===== src/rtl/prog_load_run_ctrl_pkg.sv =====
// Shared types and constants for the program load / run sequencer.
// State encoding, default halt word and a width helper.
package prog_load_run_ctrl_pkg;

  typedef enum logic [1:0] {
    S_IDLE = 2'd0,
    S_LOAD = 2'd1,
    S_RUN  = 2'd2,
    S_HALT = 2'd3
  } state_e;

  // MIPS syscall encoding ends a run
  localparam logic [31:0] HALT_WORD_DEF = 32'h0000_000C;
  localparam logic [31:0] NOP_WORD      = 32'h0000_0000;

  function automatic int unsigned clog2(input int unsigned v);
    int unsigned r;
    r = 0;
    while ((64'd1 << r) < 64'(v)) r = r + 1;
    return r;
  endfunction

endpackage


===== src/rtl/prog_load_run_ctrl_load_addr_gen.sv =====
// Load index counter and instruction-memory address generator.
// Tracks words written, the next write address and load overflow.
module prog_load_run_ctrl_load_addr_gen
  import prog_load_run_ctrl_pkg::*;
#(
  parameter int unsigned       ADDR_W    = 32,
  parameter int unsigned       DEPTH     = 256,
  parameter logic [ADDR_W-1:0] BASE_ADDR = '0,
  parameter int unsigned       ADDR_STEP = 4,
  parameter int unsigned       CNT_W     = clog2(DEPTH + 1)
) (
  input  logic              clk_i,
  input  logic              rst_i,
  input  logic              clr_i,
  input  logic              accept_i,
  input  logic              last_i,
  output logic [CNT_W-1:0]  count_o,
  output logic [ADDR_W-1:0] addr_o,
  output logic              last_slot_o,
  output logic              full_o,
  output logic              ovf_o
);

  localparam logic [CNT_W-1:0]  DEPTH_C = CNT_W'(DEPTH);
  localparam logic [CNT_W-1:0]  ONE_C   = CNT_W'(1);
  localparam logic [ADDR_W-1:0] STEP_C  = ADDR_W'(ADDR_STEP);

  logic [CNT_W-1:0]  cnt_q, cnt_d;
  logic [ADDR_W-1:0] nxt_q, nxt_d;
  logic [ADDR_W-1:0] addr_q, addr_d;
  logic              ovf_q, ovf_d;

  assign full_o      = (cnt_q >= DEPTH_C);
  assign last_slot_o = (cnt_q == DEPTH_C - ONE_C);
  assign count_o     = cnt_q;
  assign addr_o      = addr_q;
  assign ovf_o       = ovf_q;

  // Advance index and running address on each accepted beat
  always_comb begin
    cnt_d  = cnt_q;
    nxt_d  = nxt_q;
    addr_d = addr_q;
    ovf_d  = ovf_q;
    if (clr_i) begin
      cnt_d = '0;
      nxt_d = BASE_ADDR;
      ovf_d = 1'b0;
    end else if (accept_i && !full_o) begin
      cnt_d  = cnt_q + ONE_C;
      addr_d = nxt_q;
      nxt_d  = nxt_q + STEP_C;
      if (last_slot_o && !last_i) begin
        ovf_d = 1'b1;
      end
    end
  end

  // Index, address and overflow registers
  always_ff @(posedge clk_i or posedge rst_i) begin
    if (rst_i) begin
      cnt_q  <= '0;
      nxt_q  <= BASE_ADDR;
      addr_q <= '0;
      ovf_q  <= 1'b0;
    end else begin
      cnt_q  <= cnt_d;
      nxt_q  <= nxt_d;
      addr_q <= addr_d;
      ovf_q  <= ovf_d;
    end
  end

endmodule


===== src/rtl/prog_load_run_ctrl.sv =====
// Program load and run-control sequencer for the single-cycle core.
// Streams words into IF memory under reset, then runs to halt/budget.
module prog_load_run_ctrl
  import prog_load_run_ctrl_pkg::*;
#(
  parameter int unsigned       DATA_W     = 32,
  parameter int unsigned       ADDR_W     = 32,
  parameter int unsigned       DEPTH      = 256,
  parameter logic [ADDR_W-1:0] BASE_ADDR  = '0,
  parameter int unsigned       ADDR_STEP  = 4,
  parameter logic [DATA_W-1:0] HALT_WORD  = DATA_W'(HALT_WORD_DEF),
  parameter int unsigned       MAX_CYCLES = 1024,
  localparam int unsigned      LC_W = clog2(DEPTH + 1),
  localparam int unsigned      CC_W = clog2(MAX_CYCLES + 1)
) (
  input  logic              CLK,
  input  logic              RST,
  input  logic              start,
  input  logic              in_valid,
  input  logic [DATA_W-1:0] in_data,
  input  logic              in_last,
  output logic              in_ready,
  output logic              wr_en,
  output logic [ADDR_W-1:0] wr_addr,
  output logic [DATA_W-1:0] wr_data,
  output logic              core_rst,
  input  logic [ADDR_W-1:0] pc,
  input  logic [DATA_W-1:0] ins,
  output logic              busy,
  output logic              done,
  output logic              timeout,
  output logic              overflow,
  output logic [LC_W-1:0]   load_count,
  output logic [CC_W-1:0]   cycle_count,
  output logic [ADDR_W-1:0] halt_pc
);

  localparam logic [CC_W-1:0] MAX_C = CC_W'(MAX_CYCLES);
  localparam logic [CC_W-1:0] ONE_C = CC_W'(1);

  state_e            state_q, state_d;
  logic              last_q, last_d;
  logic              done_q, done_d;
  logic              to_q, to_d;
  logic [CC_W-1:0]   cyc_q, cyc_d;
  logic [CC_W-1:0]   run_k;
  logic [ADDR_W-1:0] hpc_q, hpc_d;
  logic              wr_en_q;
  logic [DATA_W-1:0] wr_data_q;
  logic              accept;
  logic              clr;
  logic              full;
  logic              last_slot;

  // A load ends after the beat that carries last or fills DEPTH
  assign in_ready = (state_q == S_LOAD) && !full && !last_q;
  assign accept   = in_valid && in_ready;

  prog_load_run_ctrl_load_addr_gen #(
    .ADDR_W    (ADDR_W),
    .DEPTH     (DEPTH),
    .BASE_ADDR (BASE_ADDR),
    .ADDR_STEP (ADDR_STEP),
    .CNT_W     (LC_W)
  ) u_addr_gen (
    .clk_i       (CLK),
    .rst_i       (RST),
    .clr_i       (clr),
    .accept_i    (accept),
    .last_i      (in_last),
    .count_o     (load_count),
    .addr_o      (wr_addr),
    .last_slot_o (last_slot),
    .full_o      (full),
    .ovf_o       (overflow)
  );

  // Next-state, run counter and completion flags
  always_comb begin
    state_d = state_q;
    last_d  = last_q;
    done_d  = done_q;
    to_d    = to_q;
    cyc_d   = cyc_q;
    hpc_d   = hpc_q;
    clr     = 1'b0;
    run_k   = (cyc_q == MAX_C) ? cyc_q : cyc_q + ONE_C;
    unique case (state_q)
      S_IDLE, S_HALT: begin
        if (start) begin
          state_d = S_LOAD;
          clr     = 1'b1;
          last_d  = 1'b0;
          done_d  = 1'b0;
          to_d    = 1'b0;
          cyc_d   = '0;
        end
      end
      S_LOAD: begin
        if (last_q) begin
          state_d = S_RUN;
        end else if (accept && (in_last || last_slot)) begin
          last_d = 1'b1;
        end
      end
      S_RUN: begin
        cyc_d = run_k;
        if (ins == HALT_WORD) begin
          state_d = S_HALT;
          done_d  = 1'b1;
          hpc_d   = pc;
        end else if (run_k == MAX_C) begin
          state_d = S_HALT;
          to_d    = 1'b1;
          hpc_d   = pc;
        end
      end
      default: state_d = S_IDLE;
    endcase
  end

  // Control state and run status registers
  always_ff @(posedge CLK or posedge RST) begin
    if (RST) begin
      state_q <= S_IDLE;
      last_q  <= 1'b0;
      done_q  <= 1'b0;
      to_q    <= 1'b0;
      cyc_q   <= '0;
      hpc_q   <= '0;
    end else begin
      state_q <= state_d;
      last_q  <= last_d;
      done_q  <= done_d;
      to_q    <= to_d;
      cyc_q   <= cyc_d;
      hpc_q   <= hpc_d;
    end
  end

  // Accepted beat becomes a one-cycle IF memory write
  always_ff @(posedge CLK or posedge RST) begin
    if (RST) begin
      wr_en_q   <= 1'b0;
      wr_data_q <= '0;
    end else begin
      wr_en_q <= accept;
      if (accept) begin
        wr_data_q <= in_data;
      end
    end
  end

  assign wr_en       = wr_en_q;
  assign wr_data     = wr_data_q;
  assign core_rst    = !((state_q == S_RUN) || (state_q == S_HALT));
  assign busy        = (state_q == S_LOAD) || (state_q == S_RUN);
  assign done        = done_q;
  assign timeout     = to_q;
  assign cycle_count = cyc_q;
  assign halt_pc     = hpc_q;

endmodule


===== config.mk =====
export PLATFORM = sky130hd
export DESIGN_NAME = prog_load_run_ctrl
export DESIGN_NICKNAME = d
export VERILOG_FILES = /design/src/rtl/prog_load_run_ctrl_pkg.sv /design/src/rtl/prog_load_run_ctrl_load_addr_gen.sv /design/src/rtl/prog_load_run_ctrl.sv
export SDC_FILE = /design/constraint.sdc
export NUM_CORES = 1
export LEC_CHECK = 0
export CORE_UTILIZATION = 48
export CTS_BUF_LIST = sky130_fd_sc_hd__clkbuf_4 sky130_fd_sc_hd__clkbuf_8
export CTS_CLUSTER_DIAMETER = 60
export DETAILED_ROUTE_END_ITERATION = 16
export GPL_TIMING_DRIVEN = 1
export PLACE_DENSITY_LB_ADDON = 0.3
export SYNTH_ARGS = -nofsm -noshare
export SYNTH_HDL_FRONTEND = slang
export SYNTH_SLANG_ARGS = --single-unit

===== constraint.sdc =====
create_clock -name CLK -period 6.6 [get_ports CLK]
set_input_delay 1.98 -clock CLK [delete_from_list [all_inputs] [get_ports CLK]]
set_output_delay 1.98 -clock CLK [all_outputs]
set_load 0.02 [all_outputs]

Yosys cells after proc, flatten, opt, wreduce, memory -nomap -nowiden
Index checks and enable logic that the tools add are counted.

Output and inout bits: 123. Flip-flop bits (word level): 155. Word-level logic and storage cells: 86. Input port bits: 101.

Multiplexer cells: 28. Equal/unequal tests: 13. Reductions and logical operators: 28. $lt $le $gt $ge: 1. Bitwise operators: 1. Add/subtract/negate cells: 3.

Operators with widths (number): 32-bit two-way mux (4); 32-bit by 3-bit adder with 32-bit output (second input constant) (1); 32-bit by 4-bit == test with 1-bit output (second input constant) (1); 11-bit == test (second input constant) (2); 11-bit two-way mux (2); 11-bit case mux with 2 select lines (1); 9-bit two-way mux (2); 11-bit by 1-bit adder with 11-bit output (second input constant) (1); 1-bit two-way mux (11); 2-bit != test (second input constant) (5); 2-bit AND reduction (5); 2-bit nonzero test (5); 9-bit by 1-bit adder with 9-bit output (second input constant) (1); 9-bit by 8-bit == test with 1-bit output (second input constant) (1); 9-bit >= comparator (second input constant) (1); 2-bit two-way mux (4); 1-bit logical AND (6); 1-bit case mux with 2 select lines (3); 2-bit case mux with 3 select lines (1); 3-bit AND reduction (2); 2-bit == test (second input constant) (2); 1-bit zero test (4); 4-bit AND reduction (1); 1-bit logical OR (3); other kinds (5) (5).

Longest topological paths before layout
Gate-level depths: netlist of the first run.

Word-level depth: 9. Gate-level depth with buffers: 10. Mapped depth without buffers: 10.

Cells and area by module
From an unflattened synthesis of the first run, not the netlist that was laid out.

Cells, all modules: 573. Area, all modules: 6966.7 sq um.

Modules (own cells, without submodules): prog_load_run_ctrl (times used 1, sequential area each 2026.9 sq um, area an instance 3722.3 sq um, cells an instance 281); prog_load_run_ctrl_load_addr_gen (times used 1, sequential area each 1751.7 sq um, area an instance 3244.4 sq um, cells an instance 292).

Least setup slack after synthesis of the first run
OpenSTA, ideal clock, no wires.

Path kind: in2reg. From: input ins[24]. To: register hpc_q[1], in the netlist halt_pc[1]. Path buffers: 2. Data arrival time: 3571 ps. Cell stages on the path: 7. Data required time: 6475 ps. Library setup time: 125 ps. Slack: 2905 ps. Path through: nor4_1 > nand4_1 > or3_1 > clkbuf_1 > a21boi_4 > buf_6 > mux2_2.

Longest elaborated chain between the ends: 3. Elaborated cells between the ends (all ways): 4. Those cells by class: eq/ne (1); mux (1); reduce/logical (2).

Ends and longest elaborated chain: start, declared (line prog_load_run_ctrl.sv:28) `input logic [DATA_W-1:0] ins,`; 32-bit by 4-bit == test with 1-bit output * (line prog_load_run_ctrl.sv:108) `if (ins == HALT_WORD) begin`; 2-bit nonzero test (no source line); 2-bit AND reduction (no source line); end signal, assigned (line prog_load_run_ctrl.sv:137) `hpc_q <= hpc_d;`; end, declared (line prog_load_run_ctrl.sv:47) `logic [ADDR_W-1:0] hpc_q, hpc_d;`.

Mark *: on every way between the ends. The rest lies on a longest branch, timed or not. A chain may end at the register's enable or synchronous reset.

Worst setup path after layout of the first run
From: input in_valid. To: register u_addr_gen.nxt_q[28].

Longest elaborated chain between the ends: 3.

Ends and longest elaborated chain: start, declared (line prog_load_run_ctrl.sv:19) `input logic in_valid,`; 1-bit logical AND (line prog_load_run_ctrl.sv:57) `assign accept = in_valid && in_ready;`; 1-bit logical AND (line prog_load_run_ctrl_load_addr_gen.sv:49) `end else if (accept_i && !full_o) begin`; 2-bit nonzero test (no source line); end signal, assigned (line prog_load_run_ctrl_load_addr_gen.sv:68) `nxt_q <= nxt_d;`; end, declared (line prog_load_run_ctrl_load_addr_gen.sv:29) `logic [ADDR_W-1:0] nxt_q, nxt_d;`.

No other way between the ends.

==> impl_metrics.json, run 1 <==
{
  "crit_end": "u_addr_gen.nxt_q[28]",
  "cp.required_ps": 6910,
  "yosys_warnings": 0,
  "die_y_um": 121,
  "synthesis.area_mm2": 0.00674,
  "grt_use_total_pct": 22.8,
  "setup_ws_ps": 2000,
  "overflow": 0,
  "p_switching_mw": 0.972,
  "grt_first_pass_wirelength_mm": 26.1,
  "finalNetCount": 958,
  "place_congestion": 0.961,
  "syn_inst": 633,
  "clockPowerShare_pct": 22.9,
  "seqPwrFrac_pct": 41.5,
  "multi_input_comb_area_mm2": 0.00276,
  "p_sw_share_pct": 35.5,
  "maxSlewViolCount": 0,
  "fmax_ghz": 0.217,
  "r2r-end": "u_addr_gen.nxt_q[28]",
  "fill_cells": 1011,
  "maxSlewHeadroom_pct": 27.7,
  "synth-seq-cells": 151,
  "pwr_density_cell_mw_per_mm2": 292,
  "period_needed_ps": 4600,
  "reg2reg_depth": 11,
  "die_w_um": 121,
  "synth_edf_count": 0,
  "rsz0062_at_grt": "false",
  "ys_seq_area_share_pct": 56.0,
  "dpl.hpwl_mm": 11.2,
  "startpoint": "in_valid",
  "drive_above_1_share_pct": 11.9,
  "grt_pass1_vias": 5333,
  "period_share_pct": 69.8,
  "firstDrtPassIters": 5,
  "routedWlPerCell_um": 15.4,
  "ios": 224,
  "final_common_cell": "clkdlybuf4s50_1",
  "wl_mm": 15.9,
  "core_mm2": 0.0135,
  "clk-insertion-delay-late_ps": 440,
  "tightest_slew_ps": 1080,
  "r2r-start": "state_q[1]",
  "root_buffer": "clkbuf_8",
  "cts.sinks": 151,
  "clk_path_buf_depth": 2,
  "status": "finished clean",
  "setup_viol": 0,
  "first_iter_violations": 488,
  "pwr-share-comb_pct": 35.7,
  "drc": 0,
  "worst-r2r-setup-slack_ps": 2940,
  "clk_pin_slew_ps": 70,
  "post_synth.cell_area_avg_um2": 10.7,
  "cts_tree": "yes",
  "dieArea_mm2": 0.0145,
  "cts_setup_buffers": 0,
  "final_cell_mix": "clkdlybuf4s50_1, dfrtp_1, nand2_1",
  "grt_max_degree": 117,
  "htree_levels": 4,
  "peakVddDrop_mv": 0.279,
  "start_util_pct": 50.1,
  "cts_buffers": 17,
  "fin_skew_ps": 10.1,
  "hold_viol_final": 0,
  "post-place-ws_ps": 1600,
  "crit_fanout": 51,
  "cap_violations": 0,
  "hp-class": "reg -> reg",
  "fp-row-count": 42,
  "crit_path_start_kind": "input pin",
  "insertedDiodeCount": 0,
  "ant_nets": 0,
  "post_drt_via_cell_ratio": 5.21,
  "intPower_mw": 1.77,
  "post_cts_resized": 0,
  "io_buffers": 221,
  "cts_hold_buf": 0,
  "area_delta_synth_final_pct": 39.5,
  "fin_setup_tns_ps": 0,
  "async_flop_share_pct": 100,
  "synth_cell_types": 53,
  "worstPathArrival_ps": 4920,
  "regArea_mm2": 0.00378,
  "path_class": "in -> reg",
  "cp-end-kind": "flip-flop",
  "num_vias": 5376,
  "p_leak_nw": 4.32,
  "ys_dominant_reg_cell": "dfrtp_1",
  "antenna_found_initial": 0
}
## worst max-delay path, stage by stage
cell,delay [ps]
clkdlybuf4s50_1,450
nand2_1,50
buf_4,250
inv_2,650
nand4_1,450
nor3_1,660
nand4_1,190
xor2_1,160
nor2_1,50
## cells in the mapped netlist (2+ instances only)
library cell,instances,area [um2]
clkbuf_1,20,75.1
o21ai_0,17,85.1
a21oi_1,14,70.1
nand2b_1,2,12.5
xor2_1,24,210
nand4_1,16,100
nor4b_1,2,17.5
a31oi_1,3,18.8
buf_4,3,22.5
ha_1,10,125
dfrtp_1,151,3780
and3_1,5,31.3
and4_1,5,43.8
and2_1,4,25.0
nor4_1,10,62.6
buf_2,2,10.0
nor2_1,52,195
inv_1,13,48.8
xnor2_1,8,70.1
mux2_2,62,698
a22o_1,6,52.6
nor3_1,5,25.0
nor2b_1,4,25.0
buf_1,3,11.3
a21o_1,2,15.0
or3_1,7,43.8
nand3_1,22,110
nand2_1,134,503
buf_6,3,33.8
## cell families (layout without fill, tap and decap cells)
logic type,Yosys count,after routing,share of synthesized area (%)
flops,151,151,56.0
buf+inv,45,267,3.04
compound gates,57,57,5.72
other cells,1,2,0.0556
xor+xnor,32,32,4.16
mux,64,64,10.7
fa+ha+maj,10,10,1.86
simple gates,273,273,18.5
## metrics by stage
step | utilization (%) | hold WS, ps | total power, mW | std cells | instance area, um2
floorplan | - | 501 | 1.69 | 634 | 6750
global placement | 67.4 | 458 | 2.10 | 1004 | 9060
detailed placement | 67.4 | 461 | 2.13 | 1004 | 9060
CTS | 69.9 | 480 | 2.77 | 1032 | 9400
global route | 69.9 | 509 | 2.90 | 1032 | 9400
finish | 69.9 | 478 | 2.74 | 1032 | 9400
## cell type report
cell class / instances / area share (%)
clock inverter: 9 / 0.852
inverter: 14 / 0.612
sequential: 151 / 40.2
timing repair buffer: 225 / 23.8
clock buffer: 19 / 2.78
multi-input combinational: 438 / 29.4
tap: 176 / 2.34
## power by group through the flow
stage	Clock [mW]	Combinational, mW	Sequential, mW
floorplan	0	0.422	1.27
global placement	0	0.948	1.15
detailed placement	0	0.978	1.15
CTS	0.646	0.984	1.14
global route	0.682	1.06	1.15
finish	0.627	0.977	1.14
## state kept, by name, summed over array words and instances, names as in the netlist, 2 cells and up
register,cells
halt_pc,32
wr_data,32
u_addr_gen.addr_o,30
u_addr_gen.nxt_q,30
cycle_count,11
u_addr_gen.count_o,9
state_q,2
## metal layers
layer,up-vias,global-route usage [%],wire length [um]
met4,0,8.56,257
li1,2570,-,-
met3,20,6.51,1160
met2,191,37.3,7690
met5,-,0,0
met1,2595,28.9,6760
## how the worst min path moves through the flow
stage,to,depth (start not counted),start,slack (ps)
after floorplan,u_addr_gen.nxt_q[31],2,u_addr_gen.nxt_q[31],500
after global placement,wr_data[11],2,wr_data[11],460
after detailed placement,wr_data[19],2,wr_data[19],460
after CTS,wr_data[19],2,wr_data[19],480
after global routing,wr_data[21],2,wr_data[21],510
final,wr_data[19],2,wr_data[19],480
Power figures use the tool's default switching activity.
==> run 2: changes to the inputs <==
--- a/config.mk
+++ b/config.mk
@@ -5,7 +5,7 @@
 export SDC_FILE = /design/constraint.sdc
 export NUM_CORES = 1
 export LEC_CHECK = 0
-export CORE_UTILIZATION = 48
+export CORE_UTILIZATION = 43
 export CTS_BUF_LIST = sky130_fd_sc_hd__clkbuf_4 sky130_fd_sc_hd__clkbuf_8
 export CTS_CLUSTER_DIAMETER = 60
 export DETAILED_ROUTE_END_ITERATION = 16
==> constraint.sdc (replaced) <==
create_clock -name CLK -period 4.2 [get_ports CLK]
set_input_delay 1.26 -clock CLK [delete_from_list [all_inputs] [get_ports CLK]]
set_output_delay 1.26 -clock CLK [all_outputs]
set_load 0.02 [all_outputs]
==> impl_metrics.json, run 2 (synthesis results as in run 1) <==
{
  "antenna_found_initial": 0,
  "dieArea_mm2": 0.0162,
  "fill_cells": 1250,
  "die_y_um": 127,
  "reg2reg_depth": 7,
  "cts.sinks": 151,
  "final_common_cell": "clkdlybuf4s50_1",
  "drive_above_1_share_pct": 12.6,
  "crit_end": "busy",
  "firstDrtPassIters": 4,
  "place_congestion": 0.874,
  "fin_setup_tns_ps": 0,
  "p_leak_nw": 4.36,
  "peakVddDrop_mv": 0.311,
  "root_buffer": "clkbuf_8",
  "routedWlPerCell_um": 14.9,
  "clk_path_buf_depth": 2,
  "clk-insertion-delay-late_ps": 450,
  "cts_setup_buffers": 0,
  "finalNetCount": 961,
  "p_total_mw": 4.44,
  "r2r-end": "halt_pc[4]",
  "post_cts_resized": 0,
  "cp.required_ps": 2940,
  "worst-r2r-setup-slack_ps": 1100,
  "r2r-start": "cycle_count[4]",
  "grt_max_degree": 152,
  "startpoint": "state_q[0]",
  "cts_hold_buf": 0,
  "drc": 0,
  "tightest_slew_ps": 788,
  "period_needed_ps": 3440,
  "maxSlewViolCount": 0,
  "ant_nets": 0,
  "crit_fanout": 8,
  "hp-class": "reg -> reg",
  "pwr_density_cell_mw_per_mm2": 465,
  "cts_buffers": 17,
  "maxSlewHeadroom_pct": 47.5,
  "final_cell_mix": "clkdlybuf4s50_1, dfrtp_1, nand2_1",
  "ios": 224,
  "worstPathArrival_ps": 2180,
  "first_iter_violations": 339,
  "hold_viol_final": 0,
  "wl_mm": 16.0,
  "overflow": 0,
  "design_area_mm2": 0.00953,
  "period_share_pct": 82.0,
  "grt_use_total_pct": 20.7,
  "setup_ws_ps": 758,
  "post-place-ws_ps": 400,
  "fp-row-count": 45,
  "htree_levels": 4,
  "cap_violations": 0,
  "rsz0062_at_grt": "false",
  "path_depth": 4,
  "insertedDiodeCount": 0,
  "grt_pass1_vias": 5602,
  "area_delta_synth_final_pct": 41.4,
  "place_area_mm2": 0.00914,
  "post_drt_via_cell_ratio": 5.06,
  "cts_tree": "yes",
  "setup_viol": 0,
  "critPathBufInv": 3,
  "core_mm2": 0.0153,
  "hold-worst-slack_ps": 477,
  "slowest_delay_ps": 630,
  "cpLargestDelayFamily": "buffers and inverters",
  "path_class": "reg -> out",
  "crit_top_cell": "inv_1",
  "dpl.hpwl_mm": 11.2,
  "fmax_ghz": 0.291,
  "num_vias": 5432,
  "status": "finished clean",
  "die_w_um": 127,
  "clk_pin_slew_ps": 80,
  "cp-end-kind": "output pin",
  "fin_skew_ps": 10.0,
  "start_util_pct": 44.2,
  "crit_path_start_kind": "flip-flop",
  "critPathSlowestCell": "clkdlybuf4s50_1",
  "grt_first_pass_wirelength_mm": 26.6,
  "path_cells": "inv_1 > ha_1 > inv_1 > clkdlybuf4s50_1",
  "io_buffers": 221
}
run 2: cell count changes in the layout (fill, tap and decap cells not counted), sizes merged:
cell | before | now
buf | 4 | 7
clkbuf | 19 | 21
bufinv | 1 | 2
clkinvlp | 1 | 2
run 2: power breakdown:
part	total (mW)	internal (mW)	leakage (nW)	switching (mW)
registers	1.79	1.65	2.05	0.139
logic	1.54	0.655	2.10	0.883
clock network	1.11	0.564	0.205	0.547
run 2: stage by stage:
stage          util (%)  instances
2_1_floorplan         -        634
3_3_place_gp       59.9       1042
3_5_place_dp       59.9       1042
4_1_cts            62.5       1074
5_1_grt            62.5       1074
6_report           62.5       1074
run 2: worst min-delay path by stage:
| stage | startpoint | endpoint | slack [ps] | cells past startpoint |
|---|---|---|---|---|
| after global routing | wr_data[0] | wr_data[0] | 510 | 2 |
| after floorplan | u_addr_gen.nxt_q[31] | u_addr_gen.nxt_q[31] | 500 | 2 |
| after detailed placement | wr_data[4] | wr_data[4] | 460 | 2 |
| after CTS | wr_data[4] | wr_data[4] | 480 | 2 |
| after global placement | wr_data[1] | wr_data[1] | 460 | 2 |
| final | wr_data[4] | wr_data[4] | 480 | 2 |
run 2: layer usage:
metal	up-vias	share of wire [%]	track usage, %
li1	2581	-	-
met2	193	47	33.3
met1	2627	43	25.9
met3	31	7.6	6.66
met5	-	0	0
met4	0	2.1	8.75
run 2: worst reg2reg max path: cells and delay by family, from the launching register on:
kind                   cells  cell delay [ps]
flip-flops                 1              520
AND/OR/NAND/NOR            2              880
AO/OA/AOI/OAI              3              780
buffers and inverters      1              380
multiplexers               1              410
run 2: cell type report:
type	count	area (um2)	area share [%]
Tap cell	211	264	2.77
Sequential cell	151	3780	39.6
Multi-Input combinational cell	438	2760	29.0
Timing Repair Buffer	228	2280	23.9
Clock buffer	21	270	2.84
Inverter	14	56.3	0.591
Clock inverter	11	123	1.29
